--- config.mk ---
export PLATFORM = sky130hd
export DESIGN_NAME = search_scan_ctrl
export DESIGN_NICKNAME = d
export VERILOG_FILES = /design/src/rtl/search_scan_ctrl.sv
export SDC_FILE = /design/constraint.sdc
export NUM_CORES = 1
export LEC_CHECK = 0
export CAP_MARGIN = 40
export CORE_ASPECT_RATIO = 1.1
export CORE_MARGIN = 2
export CORE_UTILIZATION = 50
export CTS_BUF_LIST = sky130_fd_sc_hd__clkbuf_8
export DETAILED_ROUTE_END_ITERATION = 8
export GPL_TIMING_DRIVEN = 0
export PLACE_DENSITY = 0.75
export RECOVER_POWER = 100
export SYNTH_ARGS = -nofsm -noshare
export SYNTH_HDL_FRONTEND = slang
export SYNTH_SLANG_ARGS = --single-unit
export TNS_END_PERCENT = 30
--- constraint.sdc ---
create_clock -name clk -period 2.6 [get_ports clk]
set_clock_uncertainty 0.2 [all_clocks]
set_input_delay 0.52 -clock clk [delete_from_list [all_inputs] [get_ports clk]]
set_output_delay 0.52 -clock clk [all_outputs]
set_load 0.05 [all_outputs]
--- src/rtl/search_scan_ctrl.sv ---
// Sequencer for one full-search block-matching pass: loads the current block, streams the
// search window row by row, drains the SAD pipe and tags each valid SAD with its motion vector.
module search_scan_ctrl #(
    parameter int unsigned BLOCK_N    = 16,
    parameter int unsigned SEARCH_P   = 8,
    parameter int unsigned PIPE_DEPTH = 4,
    parameter int unsigned MV_W       = 5
) (
    input  logic            clk,
    input  logic            rst,
    input  logic            start,
    input  logic            turnenable,
    output logic            busy,
    output logic            done,
    output logic [3:0]      ctr_word,
    output logic            mem_en_input,
    output logic            mem_init_mode,
    output logic            cand_valid,
    output logic [MV_W-1:0] mv_x,
    output logic [MV_W-1:0] mv_y
);

    localparam int unsigned RowLen = BLOCK_N + 2 * SEARCH_P - 1;
    // Column counter also drives ctr_word[3:0], so it is never narrower than 4 bits.
    localparam int unsigned ColW = ($clog2(RowLen) > 4) ? $clog2(RowLen) : 4;
    localparam int unsigned VyW  = ($clog2(2 * SEARCH_P) > 1) ? $clog2(2 * SEARCH_P) : 1;
    localparam int unsigned FlW  = ($clog2(PIPE_DEPTH) > 1) ? $clog2(PIPE_DEPTH) : 1;

    localparam logic [ColW-1:0] IcntLast  = ColW'(BLOCK_N - 1);
    localparam logic [ColW-1:0] ColLast   = ColW'(RowLen - 1);
    localparam logic [ColW-1:0] ColCand0  = ColW'(BLOCK_N - 1);
    localparam logic [VyW-1:0]  VyLast    = VyW'(2 * SEARCH_P - 1);
    localparam logic [FlW-1:0]  FlushLast = FlW'(PIPE_DEPTH - 1);

    typedef enum logic [2:0] {StIdle, StInit, StScan, StFlush, StDone} state_e;

    state_e          state_q, state_d;
    logic [ColW-1:0] icnt_q, icnt_d;
    logic [ColW-1:0] col_q, col_d;
    logic [VyW-1:0]  vy_q, vy_d;
    logic [FlW-1:0]  fcnt_q, fcnt_d;

    logic            advance;
    logic            busy_d, done_d, en_d, init_d, cand_d;
    logic [3:0]      ctr_d;
    logic [MV_W-1:0] mvx_d, mvy_d;

    // IDLE always listens for start; every other state freezes while turnenable is low.
    assign advance = (state_q == StIdle) || turnenable;

    always_comb begin
        state_d = state_q;
        icnt_d  = icnt_q;
        col_d   = col_q;
        vy_d    = vy_q;
        fcnt_d  = fcnt_q;
        if (advance) begin
            case (state_q)
                StIdle: begin
                    if (start) begin
                        state_d = StInit;
                        icnt_d  = '0;
                    end
                end
                StInit: begin
                    if (icnt_q == IcntLast) begin
                        state_d = StScan;
                        icnt_d  = '0;
                        col_d   = '0;
                        vy_d    = '0;
                    end else begin
                        icnt_d = icnt_q + ColW'(1);
                    end
                end
                StScan: begin
                    if (col_q == ColLast) begin
                        col_d = '0;
                        if (vy_q == VyLast) begin
                            state_d = StFlush;
                            vy_d    = '0;
                            fcnt_d  = '0;
                        end else begin
                            vy_d = vy_q + VyW'(1);
                        end
                    end else begin
                        col_d = col_q + ColW'(1);
                    end
                end
                StFlush: begin
                    if (fcnt_q == FlushLast) begin
                        state_d = StDone;
                        fcnt_d  = '0;
                    end else begin
                        fcnt_d = fcnt_q + FlW'(1);
                    end
                end
                StDone:  state_d = StIdle;
                default: state_d = StIdle;
            endcase
        end
    end

    // Outputs are computed from the next state so they line up with the state register.
    always_comb begin
        busy_d = busy;
        init_d = mem_init_mode;
        ctr_d  = ctr_word;
        en_d   = 1'b0;
        cand_d = 1'b0;
        done_d = 1'b0;
        mvx_d  = mv_x;
        mvy_d  = mv_y;
        if (advance) begin
            busy_d = (state_d != StIdle);
            init_d = (state_d == StInit);
            done_d = (state_d == StDone);
            ctr_d  = 4'd0;
            case (state_d)
                StInit: begin
                    en_d  = 1'b1;
                    ctr_d = icnt_d[3:0];
                end
                StScan: begin
                    en_d  = 1'b1;
                    ctr_d = col_d[3:0];
                    if (col_d >= ColCand0) begin
                        cand_d = 1'b1;
                        mvx_d  = MV_W'(int'(col_d) - int'(BLOCK_N) + 1 - int'(SEARCH_P));
                        mvy_d  = MV_W'(int'(vy_d) - int'(SEARCH_P));
                    end
                end
                default: ;
            endcase
        end
    end

    always_ff @(posedge clk) begin
        if (rst) begin
            state_q       <= StIdle;
            icnt_q        <= '0;
            col_q         <= '0;
            vy_q          <= '0;
            fcnt_q        <= '0;
            busy          <= 1'b0;
            done          <= 1'b0;
            ctr_word      <= 4'd0;
            mem_en_input  <= 1'b0;
            mem_init_mode <= 1'b0;
            cand_valid    <= 1'b0;
            mv_x          <= '0;
            mv_y          <= '0;
        end else begin
            state_q       <= state_d;
            icnt_q        <= icnt_d;
            col_q         <= col_d;
            vy_q          <= vy_d;
            fcnt_q        <= fcnt_d;
            busy          <= busy_d;
            done          <= done_d;
            ctr_word      <= ctr_d;
            mem_en_input  <= en_d;
            mem_init_mode <= init_d;
            cand_valid    <= cand_d;
            mv_x          <= mvx_d;
            mv_y          <= mvy_d;
        end
    end

endmodule

==> impl_metrics.toml <==
[run_status]
status = "finished clean"

[min_path]
holdPathEnd = "mv_x[0]"
hp-start = "mv_x[0]"
holdCritPathClass = "flop to flop"
min_delay_path_depth = 2

[detailed_routing]
drc_errors = 0
drt_pass1_iterations = 4
vias = 1939
via_per_inst = 5.876
drt.antenna.violating_nets = 0
first_iter_violations = 134
totalWireLength_um = 5268
wl_per_cell_um = 15.96

[finish]
utilization_pct = 69.12
final_net_count = 288
syn2layout_area_growth_pct = 33.31
antennaDiodeCount = 0
fillCellCount = 318
drive_gt1_share_pct = 29.86

[place]
hpwl_um = 3332
io_buffer_count = 22
gp_congestion = 0.8717

[clock_network]
cts_buffer_depth = 2
cts_made_buffers = 5
cts_num_sinks = 37
ctsHoldBuffers = 0
clkLatencyLatePin_ps = 290
path_clk_slew_ps = 70
cts_root_buf = "clkbuf_8"
cts_tree = "built"
htree_levels = 2

[global_route]
track_usage_pct = 23.30
grt_overflow = 0
grt_pass1_wl_um = 8286
antenna_found_initial = 0
grt_pass1_vias = 1741
grt_max_degree = 11

[yosys]
synth_top_area_share_pct = 36.32
yosys_warnings = 0
ys_types = 67
seq_area_frac_synth_pct = 36.32
async_flop_share_pct = 0
synth_edf_count = 0
avgSynthCellArea_um2 = 9.064
synth_ff_type = "dfxtp_1"
syn_nets = 235
synth_most_common_cell = "dfxtp_1"
ys_top_cells_by_count = "dfxtp_1, a21oi_1, nor2_1"
synth_seq_cells = 37
synthCells = 225
synthTopCellsByArea = "dfxtp_1, a21oi_1, ha_1"
synth_area_leader_cell = "dfxtp_1"
syn_area_mm2 = 0.002039

[setup_path]
rr_worst_depth = 13
worst_path_max_delay_cell = "dfxtp_2"
r2r_slack_ps = 60
crit_type = "flop to flop"
path_cells = "buf_6 > buf_4 > and4bb_2 > a21oi_4 > nand2_1 > o21ai_2 > ha_4 > inv_2 > o311ai_4 > a31oi_4 > buf_6 > o211a_1 > a31o_2"
cp-end-kind = "flop"
cp_max_fo = 4
critPathMostFrequentCell = "buf_6"
worstPathArrival_ps = 2520
required_ps = 2580
critPathMaxStageDelay_ps = 330
cp-startpoint = "state_q[0]"
rr_startpoint = "state_q[0]"
worstSetupStartpointType = "flop"
rr_endpoint = "mv_y[3]"

[sta]
slew_headroom_pct = 60.24
max_freq_mhz = 393.4
hold_viol = 0
finalCriticalPeriod_ps = 2542
tightest_slew_ps = 596.5
report.final.slew_viol_count = 0
setup_viol = 0
min_period_over_period_pct = 97.76

[die]
fp.coreArea_mm2 = 0.003934
die_h_um = 70.99
initial_core_util_pct = 51.84
rows = 24
dieArea_mm2 = 0.004607
fp.dieW_um = 64.90
io_pins = 23

[power]
ir_worst_vdd_mv = 0.2724
p_total_w = 0.001126
p_leak_nw = 1.081
power.density_mw_per_mm2 = 414.0

[run]
max_cap_violations = 0
state kept, by name, summed over array words and instances, names as in the netlist:
signal,flops
col_q,5
icnt_q,5
mv_x,5
ctr_word,4
mv_y,4
vy_q,4
state_q,3
fcnt_q,2
busy,1
cand_valid,1
done,1
mem_en_input,1
mem_init_mode,1
logic make-up (layout without fill, tap and decap cells):
group                    after synthesis  count (layout)  share of synthesized area (%)
AO/OA/AOI/OAI                         60              60                          22.76
XOR/XNOR                               3               3                          1.289
adder cells (fa/ha/maj)                6               6                          3.681
buffers and inverters                 21              74                          5.767
flip-flops                            37              37                          36.32
multiplexers                           3               3                          1.656
AND/OR/NAND/NOR                       95              95                          28.53
metal layers:
metal,up-vias,global-route usage (%),share of wire (%)
li1,935,-,-
met1,936,32.70,46
met2,53,35.40,47
met3,15,3.975,4.6
met4,0,9.693,2.2
met5,-,0,0
power breakdown:
group	total, W	switching (W)	internal [W]
clock network	0.000407	0.000201	0.000206
logic	0.000137	0.0000831	0.0000538
registers	0.000581	0.00000544	0.000576
total	0.00113	0.000289	0.000836
critical path: cells and delay by family (launching register included):
kind / cells / cell delay (ps)
buffers and inverters: 4 / 460
DFF: 1 / 330
AOI/OAI and AO/OA: 6 / 940
and+or+nand+nor: 2 / 330
adders and majority gates: 1 / 170
what timing repair did:
action,in CTS,in global routing
setup endpoints to repair,14,11
buffers inserted,14,10
pin swaps,10,10
gates resized for setup,20,13
through the flow:
step | std cells | setup slack [ps] | hold slack, ps | instance area [um^2] | setup TNS (ps)
2_1_floorplan | 225 | -0.5544 | 235.6 | 2049 | -0.5544
3_3_place_gp | 299 | -835.7 | 245.3 | 2335 | -8387
3_5_place_dp | 299 | -892.8 | 256.2 | 2335 | -9024
4_1_cts | 320 | 10.22 | 267.8 | 2594 | 0
5_1_grt | 330 | -27.92 | 288.6 | 2719 | -68.05
6_report | 330 | 58.29 | 263.3 | 2719 | 0
how the worst max path moves through the flow:
stage | to | slack (ps) | cells after the start
4_1_cts | mv_y[3] | 10 | 14
2_1_floorplan | mv_y[1] | -0.6 | 11
3_5_place_dp | mv_y[1] | -890 | 12
3_3_place_gp | mv_y[1] | -840 | 12
5_1_grt | ctr_word[2] | -30 | 10
6_report | mv_y[3] | 60 | 13
placed cells by master (no fill, tap or decap), types with 4 or more instances in the layout:
cell              n
o21ai_0           8
and3_1            6
inv_1             7
nand3_1          10
nor2b_1           4
clkbuf_8          7
buf_2             4
a221o_1           4
nor2_1           17
nand4_1           6
nand2_1          15
clkdlybuf4s50_1  21
nor3_1            7
and2_1            4
dfxtp_1          32
buf_6             5
a21oi_1          19
dfxtp_2           5
buf_4            22
final cells by class:
type / count / area (um^2) / area share (%)
Inverter: 9 / 33.78 / 1.243
Clock inverter: 1 / 3.754 / 0.1381
Timing Repair Buffer: 46 / 415.4 / 15.28
Buffer: 12 / 90.09 / 3.313
Tap cell: 52 / 65.06 / 2.393
Multi-Input combinational cell: 167 / 1281 / 47.12
Sequential cell: 37 / 747.0 / 27.47
Clock buffer: 6 / 82.58 / 3.037
Note: power is estimated with default switching activity, not from simulation.
